`src/rtl/cpc_romsel_pkg.sv`:
```
// Shared types and constants for the CPC upper-ROM select front end.
package cpc_romsel_pkg;

    typedef enum logic [1:0] {
        IDLE = 2'd0,
        QUAL = 2'd1,
        HOLD = 2'd2
    } wr_state_t;

    localparam logic ROMSEL_PORT_A13 = 1'b0;
    localparam int   NUM_SLOTS       = 8;
    localparam int   SLOT_W          = 3;
    localparam int   CNT_W           = 3;

    function automatic logic [NUM_SLOTS-1:0] slot_onehot(input logic [SLOT_W-1:0] slot);
        return NUM_SLOTS'(1) << slot;
    endfunction

endpackage

```
`src/rtl/cpc_romsel_capture_if.sv`:
```
// Z80 edge-connector signals seen by the ROM-select front end.
interface cpc_romsel_capture_if;

    logic       iorq_b;
    logic       wr_b;
    logic       a13;
    logic       a14;
    logic       romen_b;
    logic [7:0] d;

    modport master (output iorq_b, wr_b, a13, a14, romen_b, d);
    modport slave  (input  iorq_b, wr_b, a13, a14, romen_b, d);

endinterface

```
`src/rtl/cpc_bus_sync.sv`:
```
// N-bit multi-flop synchroniser with a per-bit reset value.
module cpc_bus_sync #(
    parameter int               WIDTH       = 1,
    parameter int               SYNC_STAGES = 2,
    parameter logic [WIDTH-1:0] RST_VAL     = '0
) (
    input  logic             clk,
    input  logic             reset,
    input  logic [WIDTH-1:0] din,
    output logic [WIDTH-1:0] dout
);

    logic [WIDTH-1:0] sync_p [SYNC_STAGES];

    always_ff @(posedge clk) begin
        if (reset) begin
            for (int i = 0; i < SYNC_STAGES; i++) begin
                sync_p[i] <= RST_VAL;
            end
        end else begin
            sync_p[0] <= din;
            for (int i = 1; i < SYNC_STAGES; i++) begin
                sync_p[i] <= sync_p[i-1];
            end
        end
    end

    assign dout = sync_p[SYNC_STAGES-1];

endmodule

```
`src/rtl/cpc_romsel_capture.sv`:
```
// Oversampled ROM-select port capture and slot decode for the CPC upper-ROM board.
// Optional macro ROMSEL_BANK_EN: the bank jumper selects which half (0..7 / 8..15) of rom_num hits.
module cpc_romsel_capture
    import cpc_romsel_pkg::*;
#(
    parameter int         WR_MIN      = 3,
    parameter logic [7:0] RESET_ROM   = 8'h00,
    parameter int         SYNC_STAGES = 2
) (
    input  logic                   clk,
    input  logic                   reset,
    cpc_romsel_capture_if.slave    bus,
    input  logic [NUM_SLOTS-1:0]   slot_en,
    input  logic                   bank,
    output logic [7:0]             rom_num,
    output logic [NUM_SLOTS-1:0]   cs_b,
    output logic [NUM_SLOTS/2-1:0] romcs_pair_b,
    output logic                   rom_a14,
    output logic                   romdis,
    output logic                   sel_valid
);

    function automatic logic [CNT_W-1:0] sat_inc(input logic [CNT_W-1:0] v);
        return (&v) ? v : v + 1'b1;
    endfunction

    function automatic logic [NUM_SLOTS/2-1:0] pair_and(input logic [NUM_SLOTS-1:0] c);
        logic [NUM_SLOTS/2-1:0] p;
        for (int i = 0; i < NUM_SLOTS/2; i++) begin
            p[i] = c[2*i] & c[2*i+1];
        end
        return p;
    endfunction

    logic [5:0] ctl_s;
    logic [7:0] d_s;
    logic       iorq_b_s, wr_b_s, a13_s, a14_s, romen_b_s, bank_s;
    logic       wstb;
    logic       bank_eff;

    // Strobes sync to their inactive level; a14 and bank clear to 0.
    cpc_bus_sync #(
        .WIDTH       (6),
        .SYNC_STAGES (SYNC_STAGES),
        .RST_VAL     (6'b111010)
    ) u_ctl_sync (
        .clk   (clk),
        .reset (reset),
        .din   ({bus.iorq_b, bus.wr_b, bus.a13, bus.a14, bus.romen_b, bank}),
        .dout  (ctl_s)
    );

    cpc_bus_sync #(
        .WIDTH       (8),
        .SYNC_STAGES (SYNC_STAGES),
        .RST_VAL     (8'h00)
    ) u_data_sync (
        .clk   (clk),
        .reset (reset),
        .din   (bus.d),
        .dout  (d_s)
    );

    assign {iorq_b_s, wr_b_s, a13_s, a14_s, romen_b_s, bank_s} = ctl_s;
    assign wstb = !iorq_b_s && !wr_b_s && (a13_s == ROMSEL_PORT_A13);

`ifdef ROMSEL_BANK_EN
    assign bank_eff = bank_s;
`else
    logic unused_bank_s;
    assign unused_bank_s = bank_s;
    assign bank_eff      = 1'b0;
`endif

    wr_state_t        state;
    logic [CNT_W-1:0] cnt;
    logic [CNT_W-1:0] cnt_inc;

    assign cnt_inc = sat_inc(cnt);

    // Capture FSM: a write must persist WR_MIN cycles, then exactly one capture.
    always_ff @(posedge clk) begin
        if (reset) begin
            state   <= IDLE;
            cnt     <= '0;
            rom_num <= RESET_ROM;
        end else begin
            case (state)
                IDLE: begin
                    if (wstb) begin
                        cnt <= CNT_W'(1);
                        if (WR_MIN <= 1) begin
                            rom_num <= d_s;
                            state   <= HOLD;
                        end else begin
                            state   <= QUAL;
                        end
                    end
                end
                QUAL: begin
                    if (!wstb) begin
                        state <= IDLE;
                    end else begin
                        cnt <= cnt_inc;
                        if (cnt_inc == CNT_W'(WR_MIN)) begin
                            rom_num <= d_s;
                            state   <= HOLD;
                        end
                    end
                end
                HOLD: begin
                    if (wstb) begin
                        cnt <= cnt_inc;
                    end else begin
                        state <= IDLE;
                    end
                end
                default: state <= IDLE;
            endcase
        end
    end

    logic [SLOT_W-1:0]    slot;
    logic                 sel_hit;
    logic                 hit;
    logic [NUM_SLOTS-1:0] cs_next;

    always_comb begin
        slot    = rom_num[SLOT_W-1:0];
        sel_hit = (rom_num[7:4] == 4'h0) && (rom_num[3] == bank_eff) && slot_en[slot];
        hit     = sel_hit && !romen_b_s && a14_s;
        cs_next = hit ? ~slot_onehot(slot) : '1;
    end

    // Decode stage: romdis shares the cs_b register stage so it never lags.
    always_ff @(posedge clk) begin
        if (reset) begin
            cs_b         <= '1;
            romcs_pair_b <= '1;
            romdis       <= 1'b0;
            sel_valid    <= 1'b0;
        end else begin
            cs_b         <= cs_next;
            romcs_pair_b <= pair_and(cs_next);
            romdis       <= ~&cs_next;
            sel_valid    <= sel_hit;
        end
    end

    assign rom_a14 = rom_num[0];

endmodule

```
`src/flat_wrapper.sv`:
```
// flat-port wrapper written by rule: the top's interface ports become plain ports
module cpc_romsel_capture_flat import cpc_romsel_pkg::*;
#(
    parameter int         WR_MIN      = 3,
    parameter logic [7:0] RESET_ROM   = 8'h00,
    parameter int         SYNC_STAGES = 2
)
  (clk, reset, slot_en, bank, rom_num, cs_b, romcs_pair_b, rom_a14, romdis, sel_valid, bus_iorq_b, bus_wr_b, bus_a13, bus_a14, bus_romen_b, bus_d);
  cpc_romsel_capture_if bus_i ();
  input  logic clk;
  input  logic reset;
  input  logic [NUM_SLOTS-1:0] slot_en;
  input  logic bank;
  output logic [7:0] rom_num;
  output logic [NUM_SLOTS-1:0] cs_b;
  output logic [NUM_SLOTS/2-1:0] romcs_pair_b;
  output logic rom_a14;
  output logic romdis;
  output logic sel_valid;
  input wire logic [$bits(bus_i.iorq_b)-1:0] bus_iorq_b;
  input wire logic [$bits(bus_i.wr_b)-1:0] bus_wr_b;
  input wire logic [$bits(bus_i.a13)-1:0] bus_a13;
  input wire logic [$bits(bus_i.a14)-1:0] bus_a14;
  input wire logic [$bits(bus_i.romen_b)-1:0] bus_romen_b;
  input wire logic [$bits(bus_i.d)-1:0] bus_d;
  assign bus_i.iorq_b = bus_iorq_b;
  assign bus_i.wr_b = bus_wr_b;
  assign bus_i.a13 = bus_a13;
  assign bus_i.a14 = bus_a14;
  assign bus_i.romen_b = bus_romen_b;
  assign bus_i.d = bus_d;
  cpc_romsel_capture #(.WR_MIN(WR_MIN), .RESET_ROM(RESET_ROM), .SYNC_STAGES(SYNC_STAGES)) u_core (.clk(clk), .reset(reset), .bus(bus_i), .slot_en(slot_en), .bank(bank), .rom_num(rom_num), .cs_b(cs_b), .romcs_pair_b(romcs_pair_b), .rom_a14(rom_a14), .romdis(romdis), .sel_valid(sel_valid));
endmodule
```
`config.mk`:
```
export PLATFORM = sky130hd
export DESIGN_NAME = cpc_romsel_capture_flat
export DESIGN_NICKNAME = d
export VERILOG_FILES = /design/src/rtl/cpc_romsel_pkg.sv /design/src/rtl/cpc_romsel_capture_if.sv /design/src/rtl/cpc_bus_sync.sv /design/src/rtl/cpc_romsel_capture.sv /design/src/flat_wrapper.sv
export SDC_FILE = /design/constraint.sdc
export NUM_CORES = 1
export LEC_CHECK = 0
export ABC_AREA = 1
export BUFFER_PORTS_ARGS = -buffer_cell sky130_fd_sc_hd__buf_2
export CORE_MARGIN = 2
export CORE_UTILIZATION = 50
export DETAILED_ROUTE_END_ITERATION = 8
export GPL_TIMING_DRIVEN = 0
export PLACE_DENSITY = 0.83
export SETUP_SLACK_MARGIN = 0.4
export SLEW_MARGIN = 25
export SYNTH_ARGS = -nofsm -noshare
export SYNTH_HDL_FRONTEND = slang
export SYNTH_HIERARCHICAL = 1
export SYNTH_SLANG_ARGS = --single-unit
```
`constraint.sdc`:
```
create_clock -name clk -period 1.6 [get_ports clk]
set_input_delay 0.24 -clock clk [delete_from_list [all_inputs] [get_ports clk]]
set_output_delay 0.24 -clock clk [all_outputs]
set_load 0.01 [all_outputs]
```
# After elaboration in Yosys (flattened, before gate mapping)
# Memory sizes are Yosys's and may differ from the RTL's. A register that Yosys moved wholly into a read port is not among the register bits.
# Index checks and enable logic that the tools add are counted.
[totals]
inputBits = 24
word_cells = 67
memories = 2
ram_bits = 28
regBits = 19
output_inout_bits = 23
[classes]
eq_ne = 7
n_shift = 1
n_lt_le_gt_ge = 1
reduce_logical = 19
n_bitwise = 11
muxes = 19
addsub = 1
[memory_table]
columns = ["memory", "words", "width", "read_ports", "rd_ports_with_merged_regs", "wr", "line_no", "rtl"]
rows = [
  ["u_core.u_data_sync.sync_p", 2, 8, 2, 1, 2, "cpc_bus_sync.sv:13", "logic [WIDTH-1:0] sync_p [SYNC_STAGES];"],
  ["u_core.u_ctl_sync.sync_p", 2, 6, 2, 0, 2, "cpc_bus_sync.sv:13", ""],
]
[op_table]
columns = ["op", "count"]
rows = [
  ["2-to-1 mux 8 bit", 3],
  ["2-to-1 mux 6 bit", 2],
  ["AND reduction 3 bit", 4],
  ["2-to-1 mux 3 bit", 3],
  ["2-to-1 mux 2 bit", 4],
  ["NOT 8 bit", 1],
  ["AND reduction 8 bit", 1],
  ["<< shifter 1 x 3 -> 8 bit, first input constant", 1],
  ["logical AND 1 bit", 6],
  ["one-hot mux 2 bit (3 select lines)", 1],
  ["one-hot mux 3 bit (2 select lines)", 1],
  ["AND 1 bit", 4],
  ["zero test 1 bit", 4],
  ["zero test 4 bit", 1],
  ["< comparator 3 x 4 -> 1 bit, second input constant", 1],
  ["2-to-1 mux 1 bit", 4],
  ["inequality test 2 x 1 -> 1 bit, second input constant", 2],
  ["bitwise OR 1 bit", 4],
  ["adder 3 x 1 -> 3 bit, second input constant", 1],
  ["binary-select mux 1 bit (select 3 bit)", 1],
  ["equality test 3 x 2 -> 1 bit, second input constant", 1],
  ["inequality test 3 bit, second input constant", 1],
  ["equality test 2 x 1 -> 1 bit, second input constant", 1],
  ["equality test 2 bit, second input constant", 1],
  ["other kinds (5)", 6],
]

# Logic depth before layout (Yosys ltp)
[depth]
ltp_word = 8
ltp_mapped = 9
mapped_depth_nobuf = 9

# Cells and area by module
# The synthesis kept the hierarchy.
[modules_own_cells]
columns = ["mod", "area_per_inst_um2", "seq_area_each_um2", "cells_per_inst", "instances"]
rows = [
  ["cpc_romsel_capture", 1167.4, 540.5, 151, 1],
  ["cpc_bus_sync at u_core.u_data_sync", 534.3, 320.3, 58, 1],
  ["cpc_bus_sync at u_core.u_ctl_sync", 381.6, 240.2, 43, 1],
]

# Worst setup path after synthesis
# OpenSTA, ideal clock, no wires.
[synth_timing]
path_type = "register to register"
startpoint = "reg u_core.cnt[0]"
endpoint = "reg u_core.rom_num[2], read port of u_core.u_data_sync.sync_p"
path_slack_ns = 0.274
period_less_slack_ns = 1.326
setup_time_ns = 0.126
path_stages_with_launch = 10
arrival_time_ns = 1.200
required_time_ns = 1.474
n_path_buf = 1
cell_sequence = "dfxtp_1 > ha_1 > inv_1 > nor2_1 > nand2_1 > inv_1 > nand2_1 > buf_2 > o21ai_0 > a21oi_1"
[synth_via]
elab_chain_cells = 4
elab_cells_between_ends = 5
classes_between = "1 x add/sub; 1 x eq/ne; 1 x mux; 2 x reduce/logical"
[synth_rtl]
columns = ["item", "line_no", "rtl"]
rows = [
  ["from (decl)", "cpc_romsel_capture.sv:76", "logic [CNT_W-1:0] cnt;"],
  ["from (signal assigned)", "cpc_romsel_capture.sv:104", "cnt <= cnt_inc;"],
  ["from (signal assigned)", "cpc_romsel_capture.sv:113", "cnt <= cnt_inc;"],
  ["adder 3 x 1 -> 3 bit or AND reduction 3 bit (tied branches)", "cpc_romsel_capture.sv:24", "return (&v) ? v : v + 1'b1;"],
  ["2-to-1 mux 3 bit (*)", "cpc_romsel_capture.sv:24", ""],
  ["equality test 3 x 2 -> 1 bit (*)", "cpc_romsel_capture.sv:105", "if (cnt_inc == CNT_W'(WR_MIN)) begin"],
  ["AND reduction 3 bit (no source line) (*)", "--", ""],
  ["to (decl)", "cpc_romsel_capture.sv:15", "output logic [7:0] rom_num,"],
]
# Every way passes the cells marked *; elsewhere a longest branch is shown, timed or not.
# A chain may end at the register's enable or synchronous reset.

# Worst setup path after layout
# Ends and elaborated chain as after synthesis.

==> reports/qor.yml <==
report.final.slew_viol_count: 0
post_drt_wl_per_cell_um: 11.29
powerDensity_nw_per_um2: 873.6
routed_wl_mm: 4.064
status: "completed"
final_cell_mix: "46 x dfxtp_1, 45 x buf_2, 36 x inv_1"
start_kind: "flop"
avgSynthCellArea_um2: 8.248
dieWidth_um: 67.57
reg2reg_slack_ns: 0.18
r2r-start: "u_core/cnt[0]"
start_util_pct: 51.25
endpoint: "u_core/rom_num[2]"
syn_area_um2: 2021
core_um2: 3943
hpwl_mm: 2.429
diodes: 0
finalSetupTns_ns: 0
drc: 0
drv_cap: 0
final_cells: 360
finalHoldViolCount: 0
ir_drop_v: 0.0006774
grt_util_all_layers_pct: 18.11
finClkSkew_ns: 0.007713
die_h_um: 67.57
synth_nets: 273
arrival_ns: 1.62
drt-pass1-iter-count: 4
clkLatencyLatePin_ns: 0.31
fin_crit_ns: 1.422
cts_buffers: 5
area_growth_pct: 38.76
leakage_nw: 1.332
layout_commonest_cell: "dfxtp_1"
cts.path.max_buffers: 2
critPathKind: "reg2reg"
rsz0062_at_grt: "true"
grt_pass1_wl_mm: 6.065
cts_hold_buf: 0
crit_start: "u_core/cnt[0]"
dp_cells: 340
ios: 47
setup_violations: 0
routed_via_density: 4.536
synth.yosys.warnings: 6
grt_pass1_vias: 1413
rows: 23
timing.rr.end: "u_core/rom_num[2]"
syn_inst: 245
antenna_found_initial: 0
finalCritPeriodShare_pct: 88.86
ant_nets: 0
die_area_um2: 4566
grt_max_degree: 18
cts_htree_levels: 2
nets: 337
clkTransAtPathRegs_ns: 0.09
dr_total_vias: 1633
cts.sinks: 53
clockRootBuffer: "clkbuf_8"
cts_tree: "built"
fmax_mhz: 703.3
crit_path_end_kind: "flop"
drive_gt1_share_pct: 49.35
worstPathRequired_ns: 1.80
reg2regPathDepth: 9
grt_overflow_total: 0
gp_congestion: 0.8287
crit_fanout: 5
port_buffers: 45
slew_headroom_pct: 77.98
hp-class: "in2reg"
tightest_slew_ns: 0.3303
drt_iter0_drc: 56
==> area by class of cell <==
class	instances	area, um^2
Buffer	20	167.7
Timing Repair Buffer	57	336.6
Sequential cell	53	1075
Clock buffer	5	68.82
Multi-Input combinational cell	124	854.6
Fill cell	278	1139
Tap cell	50	62.56
Clock inverter	3	46.29
Inverter	48	192.7
==> power breakdown <==
part / total (mW) / internal, mW / switching, mW / leakage [nW]
registers: 1.36 / 1.35 / 0.0102 / 0.438
clock network: 0.914 / 0.468 / 0.446 / 0.0543
logic: 0.175 / 0.0823 / 0.0929 / 0.840
total: 2.45 / 1.90 / 0.549 / 1.33
==> flip-flops by register name, indices dropped and copies added (netlist names) <==
name / count
u_core/rom_num: 8
u_core/u_data_sync/sync_p: 16
u_core/romdis: 1
u_core/romcs_pair_b: 4
u_core/cnt: 3
u_core/u_ctl_sync/sync_p: 10
u_core/sel_valid: 1
u_core/cs_b: 8
u_core/state: 2
==> critical path, cell delays in order (launching register included) <==
cell,delay [ns]
dfxtp_4,0.37
ha_4,0.27
inv_4,0.04
nor2_4,0.09
nand2_2,0.07
inv_2,0.07
nand2_4,0.08
buf_6,0.15
o21ai_2,0.11
a21oi_1,0.05
==> metal layers <==
metal	vias up	track usage, %	wire [um]
met2	46	33.21	2149
met3	6	5.667	247
met5	-	0	0
met4	0	7.653	68
met1	726	18.81	1599
li1	855	-	-
==> how the worst min path moves through the flow <==
stage,end,slack (ns),cells past startpoint,startpoint
final,u_core/u_ctl_sync/sync_p[0][5],0.10,3,bus_iorq_b
after global routing,u_core/u_ctl_sync/sync_p[0][1],0.09,3,bus_romen_b
after detailed placement,u_core/u_ctl_sync/sync_p[0][10],0.39,2,u_core/u_ctl_sync/sync_p[0][4]
after global placement,u_core/u_ctl_sync/sync_p[0][10],0.39,2,u_core/u_ctl_sync/sync_p[0][4]
after CTS,u_core/u_ctl_sync/sync_p[0][3],0.09,3,bus_a13
after floorplan,u_core/u_ctl_sync/sync_p[0][2],0.31,1,reset
==> repair_timing <==
item,in CTS,in global routing
setup endpoints to repair,28,29
resized for setup,35,35
cloned,2,0
setup buffers,7,3
pin swaps,8,10
==> through the flow <==
step / setup WS, ns / hold WS, ns / power (mW) / instance area [um^2] / utilization (%)
3_5_place_dp: 0.1681 / 0.3925 / 1.532 / 2349 / 59.57
6_report: 0.1782 / 0.1031 / 2.450 / 2804 / 71.12
5_1_grt: 0.1322 / 0.09104 / 2.539 / 2804 / 71.12
4_1_cts: 0.2300 / 0.09447 / 2.455 / 2654 / 67.31
3_3_place_gp: 0.2330 / 0.3874 / 1.526 / 2349 / 59.57
2_1_floorplan: 0.3273 / 0.3112 / 1.486 / 2061 / -
Note: power is estimated with default switching activity, not from simulation.
